## config.mk

```make
export PLATFORM = sky130hd
export DESIGN_NAME = msx_bus_master
export DESIGN_NICKNAME = d
export VERILOG_FILES = /design/src/rtl/msx_bus_master.sv
export SDC_FILE = /design/constraint.sdc
export NUM_CORES = 1
export LEC_CHECK = 0
export CAP_MARGIN = 20
export CORE_UTILIZATION = 44
export DETAILED_ROUTE_END_ITERATION = 12
export PLACE_DENSITY = 0.89
export SLEW_MARGIN = 30
export SYNTH_ARGS = -nofsm -noshare
export SYNTH_HDL_FRONTEND = slang
export SYNTH_SLANG_ARGS = --single-unit
```

## constraint.sdc

```tcl
create_clock -name clk -period 2.59 [get_ports clk]
set_clock_uncertainty 0.15 [all_clocks]
set_input_delay 0.777 -clock clk [delete_from_list [all_inputs] [get_ports clk]]
set_output_delay 0.777 -clock clk [all_outputs]
set_load 0.01 [all_outputs]
```

## src/rtl/msx_bus_master.sv

```systemverilog
// MSX cartridge-slot bus initiator: turns single-beat host requests into Z80-timed memory,
// M1 and I/O cycles. Define MSX_BUS_WAIT_EN to let responders stretch cycles through wait_n.
`timescale 1ns/1ps

module msx_bus_master #(
  parameter int unsigned CLK_DIV        = 6,
  parameter logic [3:0]  SLOT_PAGE_MASK = 4'b0110
) (
  input  logic        clk,
  input  logic        reset_n,
  input  logic        req_valid,
  output logic        req_ready,
  input  logic [15:0] req_addr,
  input  logic [7:0]  req_wdata,
  input  logic        req_write,
  input  logic        req_io,
  input  logic        req_m1,
  output logic        rsp_valid,
  output logic [7:0]  rsp_rdata,
  output logic [15:0] addr,
  output logic [7:0]  cdout,
  input  logic [7:0]  cdin,
  output logic        cd_oe,
  output logic        merq_n,
  output logic        iorq_n,
  output logic        rd_n,
  output logic        wr_n,
  output logic        m1_n,
  output logic        sltsl_n,
  input  logic        wait_n
);

  localparam int unsigned    CW    = $clog2(CLK_DIV);
  localparam logic [CW-1:0]  TLAST = CW'(CLK_DIV - 1);

  typedef enum logic [2:0] {
    S_IDLE, S_T1, S_T2, S_TW, S_T3, S_T4, S_DONE
  } state_e;

  typedef enum logic [2:0] {
    OP_MEM_RD, OP_MEM_WR, OP_M1, OP_IO_RD, OP_IO_WR
  } op_e;

  typedef struct packed {
    logic merq_n;
    logic iorq_n;
    logic rd_n;
    logic wr_n;
    logic m1_n;
    logic sltsl_n;
    logic cd_oe;
  } bus_ctl_t;

  localparam bus_ctl_t CTL_IDLE = '{merq_n: 1'b1, iorq_n: 1'b1, rd_n: 1'b1, wr_n: 1'b1,
                                    m1_n: 1'b1, sltsl_n: 1'b1, cd_oe: 1'b0};

  state_e        state_q, state_d;
  op_e           op_q, op_d;
  logic          sel_q, sel_d;
  logic [CW-1:0] tcnt_q, tcnt_d;
  bus_ctl_t      ctl_q, ctl_d;
  logic          rsp_valid_q;
  logic [7:0]    rdata_q;
  logic [15:0]   addr_q;
  logic [7:0]    cdout_q;
  logic          tlast;
  logic          wait_stall;
  logic          accept;

`ifdef MSX_BUS_WAIT_EN
  assign wait_stall = ~wait_n;
`else
  logic unused_wait_n;
  assign unused_wait_n = wait_n;
  assign wait_stall    = 1'b0;
`endif

  assign tlast     = (tcnt_q == TLAST);
  assign req_ready = (state_q == S_IDLE);
  assign accept    = req_valid && req_ready;

  function automatic op_e decode_op(input logic write, input logic io, input logic m1);
    if (io)    return write ? OP_IO_WR : OP_IO_RD;
    if (write) return OP_MEM_WR;
    return m1 ? OP_M1 : OP_MEM_RD;
  endfunction

  // Strobe pattern for the state the bus is about to enter; registered so outputs are glitch-free.
  function automatic bus_ctl_t ctl_for(input state_e s, input op_e op, input logic sel);
    bus_ctl_t c;
    logic     strobe;
    logic     drive;
    c      = CTL_IDLE;
    strobe = (s == S_T2) || (s == S_TW) || (s == S_T3);
    drive  = (s == S_T1) || strobe;
    unique case (op)
      OP_MEM_RD: if (strobe) begin
        c.merq_n  = 1'b0;
        c.rd_n    = 1'b0;
        c.sltsl_n = ~sel;
      end
      OP_MEM_WR: begin
        c.cd_oe = drive;
        if (strobe) begin
          c.merq_n  = 1'b0;
          c.wr_n    = 1'b0;
          c.sltsl_n = ~sel;
        end
      end
      OP_M1: begin
        c.m1_n = ~((s == S_T1) || (s == S_T2) || (s == S_TW));
        if (strobe) begin
          c.merq_n  = 1'b0;
          c.rd_n    = 1'b0;
          c.sltsl_n = ~sel;
        end
      end
      OP_IO_RD: if (strobe) begin
        c.iorq_n = 1'b0;
        c.rd_n   = 1'b0;
      end
      OP_IO_WR: begin
        c.cd_oe = drive;
        if (strobe) begin
          c.iorq_n = 1'b0;
          c.wr_n   = 1'b0;
        end
      end
      default: c = CTL_IDLE;
    endcase
    return c;
  endfunction

  always_comb begin
    // NOTE: every signal written here gets a default first, so no path leaves one unassigned
    // and no latch is inferred.
    state_d = state_q;
    op_d    = op_q;
    sel_d   = sel_q;
    tcnt_d  = '0;
    unique case (state_q)
      S_IDLE: if (req_valid) begin
        state_d = S_T1;
        op_d    = decode_op(req_write, req_io, req_m1);
        sel_d   = ~req_io & SLOT_PAGE_MASK[req_addr[15:14]];
      end
      S_T1:   if (tlast) state_d = S_T2;
      S_T2:   if (tlast) state_d = ((op_q == OP_IO_RD) || (op_q == OP_IO_WR) || wait_stall)
                                   ? S_TW : S_T3;
      S_TW:   if (tlast) state_d = wait_stall ? S_TW : S_T3;
      S_T3:   if (tlast) state_d = (op_q == OP_M1) ? S_T4 : S_DONE;
      S_T4:   if (tlast) state_d = S_DONE;
      S_DONE: state_d = S_IDLE;
      default: state_d = S_IDLE;
    endcase
    if ((state_q != S_IDLE) && (state_q != S_DONE) && !tlast)
      tcnt_d = tcnt_q + CW'(1);
    ctl_d = ctl_for(state_d, op_d, sel_d);
  end

  // NOTE: state registers use non-blocking assignments so every flop samples pre-edge values.
  always_ff @(posedge clk or negedge reset_n) begin
    if (!reset_n) begin
      state_q     <= S_IDLE;
      op_q        <= OP_MEM_RD;
      sel_q       <= 1'b0;
      tcnt_q      <= '0;
      ctl_q       <= CTL_IDLE;
      rsp_valid_q <= 1'b0;
      rdata_q     <= 8'h00;
      addr_q      <= 16'h0000;
      cdout_q     <= 8'h00;
    end else begin
      state_q     <= state_d;
      op_q        <= op_d;
      sel_q       <= sel_d;
      tcnt_q      <= tcnt_d;
      ctl_q       <= ctl_d;
      rsp_valid_q <= (state_d == S_DONE);
      if (accept) begin
        addr_q  <= req_io ? {8'h00, req_addr[7:0]} : req_addr;
        cdout_q <= req_wdata;
      end
      if ((state_q == S_T3) && tlast &&
          ((op_q == OP_MEM_RD) || (op_q == OP_M1) || (op_q == OP_IO_RD)))
        rdata_q <= cdin;
    end
  end

  assign rsp_valid = rsp_valid_q;
  assign rsp_rdata = rdata_q;
  assign addr      = addr_q;
  assign cdout     = cdout_q;
  assign cd_oe     = ctl_q.cd_oe;
  assign merq_n    = ctl_q.merq_n;
  assign iorq_n    = ctl_q.iorq_n;
  assign rd_n      = ctl_q.rd_n;
  assign wr_n      = ctl_q.wr_n;
  assign m1_n      = ctl_q.m1_n;
  assign sltsl_n   = ctl_q.sltsl_n;

endmodule
```

## After elaboration in Yosys (flattened, before gate mapping)

Index checks and enable logic that the tools add are counted.

- Bits in registers: 50
- Word-level logic and storage cells: 101

- Bitwise gates (word level): 4
- Multiplexer cells: 40
- Add/subtract/negate cells: 1
- Equality and inequality tests: 19
- Magnitude comparators: 1
- Reductions and logical operators: 21

Operators by type and width:

| operator | number |
|---|---|
| 3-bit two-way mux | 15 |
| 3-bit by 2-bit == test with 1-bit output (second input constant) | 8 |
| 3-bit == test (second input constant) | 7 |
| 3-bit one-hot mux with 6 select lines | 1 |
| 1-bit two-way mux | 17 |
| 16-bit two-way mux | 1 |
| 3-bit by 1-bit == test with 1-bit output (second input constant) | 3 |
| 3-bit logical NOT | 3 |
| 1-bit logical OR | 8 |
| 2-bit two-way mux | 3 |
| 1-bit logical AND | 5 |
| 1-bit one-hot mux with 2 select lines | 2 |
| 2-bit OR reduction | 2 |
| 3-bit by 1-bit adder with 3-bit output (second input constant) | 1 |
| 2-bit by 3-bit < comparator with 1-bit output (second input constant) | 1 |
| 3-bit != test (second input constant) | 1 |
| 1-bit NOT | 3 |
| 3-bit nonzero test | 1 |
| 3-bit OR reduction | 1 |
| 1-bit binary-select mux with 2-bit select | 1 |
| 1-bit bitwise AND | 1 |
| 1-bit logical NOT | 1 |

## Logic depth before layout (Yosys ltp)

- Depth after elaboration: 13
- Mapped depth: 7
- Gate-level depth less buffers: 7

## Worst setup path after synthesis

OpenSTA, ideal clock, no wires.

- Path type: input-to-reg
- Start: in req_valid
- End: reg ctl_q (netlist bit m1_n)
- Path buffers: 1
- Library setup time: 0.094 ns
- Arrival time: 2.173 ns
- Data required time: 2.346 ns
- Stages: 4
- Setup slack: 0.173 ns
- Cells stage by stage: or4b_1 > buf_6 > mux2_4 > or4_1

RTL lines:

| what | line | text |
|---|---|---|
| from (decl) | 11 | `input logic req_valid,` |
| to (signal assigned) | 178 | `ctl_q <= ctl_d;` |
| to (decl) | 61 | `bus_ctl_t ctl_q, ctl_d;` |

==> impl_metrics.tcl <==
set metrics [dict create \
    status "complete, no violations" \
    fillers 358 \
    setup_ws_ns 0.0148 \
    ant_nets 0 \
    start_util 0.466 \
    drt_iter0_drc 102 \
    mostFrequentLayoutCells "77 x clkdlybuf4s50_1, 61 x nand2_1, 43 x dfrtp_1, 11 x nand2b_1, 10 x o21ai_0" \
    crit_path_max_fanout 31 \
    io_pins 80 \
    worst_slew_pin_slew_ns 0.550 \
    hold_path.class "in2async" \
    fin_setup_tns_ns 0 \
    slew_headroom 0.633 \
    wl_mm 4.99 \
    clockBufferDepth 2 \
    preCtsSetupSlack_ns -0.322 \
    htreeDepth 2 \
    wl_met3_um 304 \
    ys_seq_area_frac 0.564 \
    netlist_instances 217 \
    synth_area_sq_um 2230 \
    min_period_ns 2.58 \
    grt_pass1_vias 1853 \
    setup_viol 0 \
    vias 1841 \
    peakVddDrop_v 0.000594 \
    yosysWarnings 0 \
    route.met2.wl_mm 2.56 \
    diodes 0 \
    cap_violations 0 \
    area_growth_pct 46.5 \
    synth.area.top_cells "dfrtp_1 49%, nand2_1 10%, dfstp_2 7.1%" \
    instances_no_fill 369 \
    startpoint "req_valid" \
    avgSynthCellArea_sq_um 10.3 \
    p_per_area_nw_per_um2 1070 \
    fin_crit_sh 0.994 \
    antenna_found_initial 0 \
    grt_overflow 0 \
    ff2ff_setup_slack_ns 0.36 \
    synth_edf_count 0 \
    wl_met1_mm 2.02 \
    synth_area_leader_cell "dfrtp_1" \
    cts.sinks 50 \
    worstPathArrival_ns 2.65 \
    die_h_um 73.2 \
    final_common_cell "clkdlybuf4s50_1" \
    ctsHoldBuffers 0 \
    async_reset_ff_frac 1.00 \
    grt_max_degree 51 \
    path_clk_slew_ns 0.09 \
    leakagePower_nw 1.45 \
    grt_pass1_wl_mm 8.18 \
    dp.cells 361 \
    io_buffers 78 \
    syn_nets 259 \
    fmax_mhz 388 \
    top_layer "met4" \
    grtUsageTotal 0.200 \
    ys_types 47 \
    finalHoldViolCount 0 \
    drive_gt1_frac 0.142 \
    gp_congestion 0.837 \
    rows 25 \
    critPathCaptureType "flip-flop" \
    criticalPathCategory "in2reg" \
    cts-root-buf "clkbuf_8" \
    ys_ff_latch 50 \
    final_max_slew_viol_count 0 \
    core_sq_um 4790 \
    cts_buffers 5 \
    die_w_um 73.2 \
    critPathLaunchType "input pin" \
    clock_latency_ns 0.31 \
    hpwl_mm 3.54 \
    dr.pass1.iters 4 \
    ys_dominant_reg_cell "dfrtp_1" \
    avgViaCountPerCell 4.99 \
    r2r-start "state_q[0]" \
    nets 343 \
    cp.required_ns 2.67 \
    routedWlPerCell_um 13.5 \
    dieArea_sq_um 5360 \
    drc 0 \
    cts_tree "done" \
    synth_top_area_share 0.494 \
]
-- cell usage after synthesis (3+ instances only) --
cell type	instances
ha_1	3
clkbuf_1	7
o21ai_1	3
nand2b_1	11
o31ai_1	3
nor2_1	6
nor3_1	5
inv_1	4
nand3_1	3
dfrtp_1	44
a21oi_1	3
o21ai_0	10
nand2_1	61
dfstp_2	6
mux2_2	8
-- registers in the layout, summed over array words and instances, names as in the netlist, 3 cells and up --
name,flops
addr,16
cdout,8
op_q,3
rsp_rdata,8
state_q,3
tcnt_q,3
-- report_power, final --
group,switching (W),internal [W],total [W]
clock,0.000267,0.000318,0.000585
sequential,0.000235,0.00113,0.00137
combinational,0.000686,0.000870,0.00156
total,0.00119,0.00232,0.00351
-- cell families (layout without fill, tap and decap cells) --
kind of cell             count (synthesis)  count (layout)  synth area share
AND/OR/NAND/NOR                        103             103             0.225
flip-flops                              50              50             0.564
AO/OA/AOI/OAI                           34              34             0.103
buffers and inverters                   14              99            0.0275
multiplexers                            10              10            0.0516
adder cells (fa/ha/maj)                  3               3            0.0168
XOR/XNOR                                 3               3            0.0118
-- metrics by stage --
| stage | hold WS, ns | power [W] | utilization | instance area (sq um) |
|---|---|---|---|---|
| final | 0.285 | 0.00351 | 0.683 | 3270 |
| after global routing | 0.307 | 0.00373 | 0.683 | 3270 |
| after CTS | 0.301 | 0.00352 | 0.680 | 3250 |
| after detailed placement | 0.307 | 0.00292 | 0.653 | 3120 |
| after global placement | 0.300 | 0.00285 | 0.653 | 3120 |
| after floorplan | 0.287 | 0.00212 | - | 2230 |
-- timing repair --
| action | 4_1_cts | 5_1_grt |
|---|---|---|
| setup buffers | 0 | 0 |
| pin swaps | 1 | 1 |
| gates resized for setup | 3 | 3 |
| endpoints found under the setup margin | 2 | 3 |
-- worst paths after layout --
check                                  to  cells past startpoint
min in group clk                tcnt_q[0]                      1
worst max-delay path              sltsl_n                      8
max in group asynchronous         sltsl_n                      2
worst max register to register    sltsl_n                      7
worst min register to register  tcnt_q[0]                      1
worst min-delay path                cd_oe                      2
-- critical path, cell delays in order --
cell	delay (ns)
clkdlybuf4s50_1	0.47
or4b_4	0.48
buf_4	0.18
buf_8	0.17
nand3_1	0.10
o31ai_1	0.09
nor3b_1	0.26
o21ai_1	0.13
-- cell type report --
type | count | area [sq um] | area share
inverter | 4 | 15.0 | 0.00459
sequential | 50 | 1260 | 0.386
clock inverter | 2 | 38.8 | 0.0119
timing repair buffer | 87 | 863 | 0.264
clock buffer | 6 | 82.6 | 0.0253
multi-input combinational | 153 | 925 | 0.283
tap | 67 | 83.8 | 0.0257
-- metal layers --
| metal | GRT usage | up-vias |
|---|---|---|
| met4 | 0.0763 | 0 |
| met2 | 0.336 | 58 |
| li1 | - | 895 |
| met5 | 0 | - |
| met1 | 0.248 | 874 |
| met3 | 0.0483 | 14 |
Note: power is estimated with default switching activity, not from simulation.
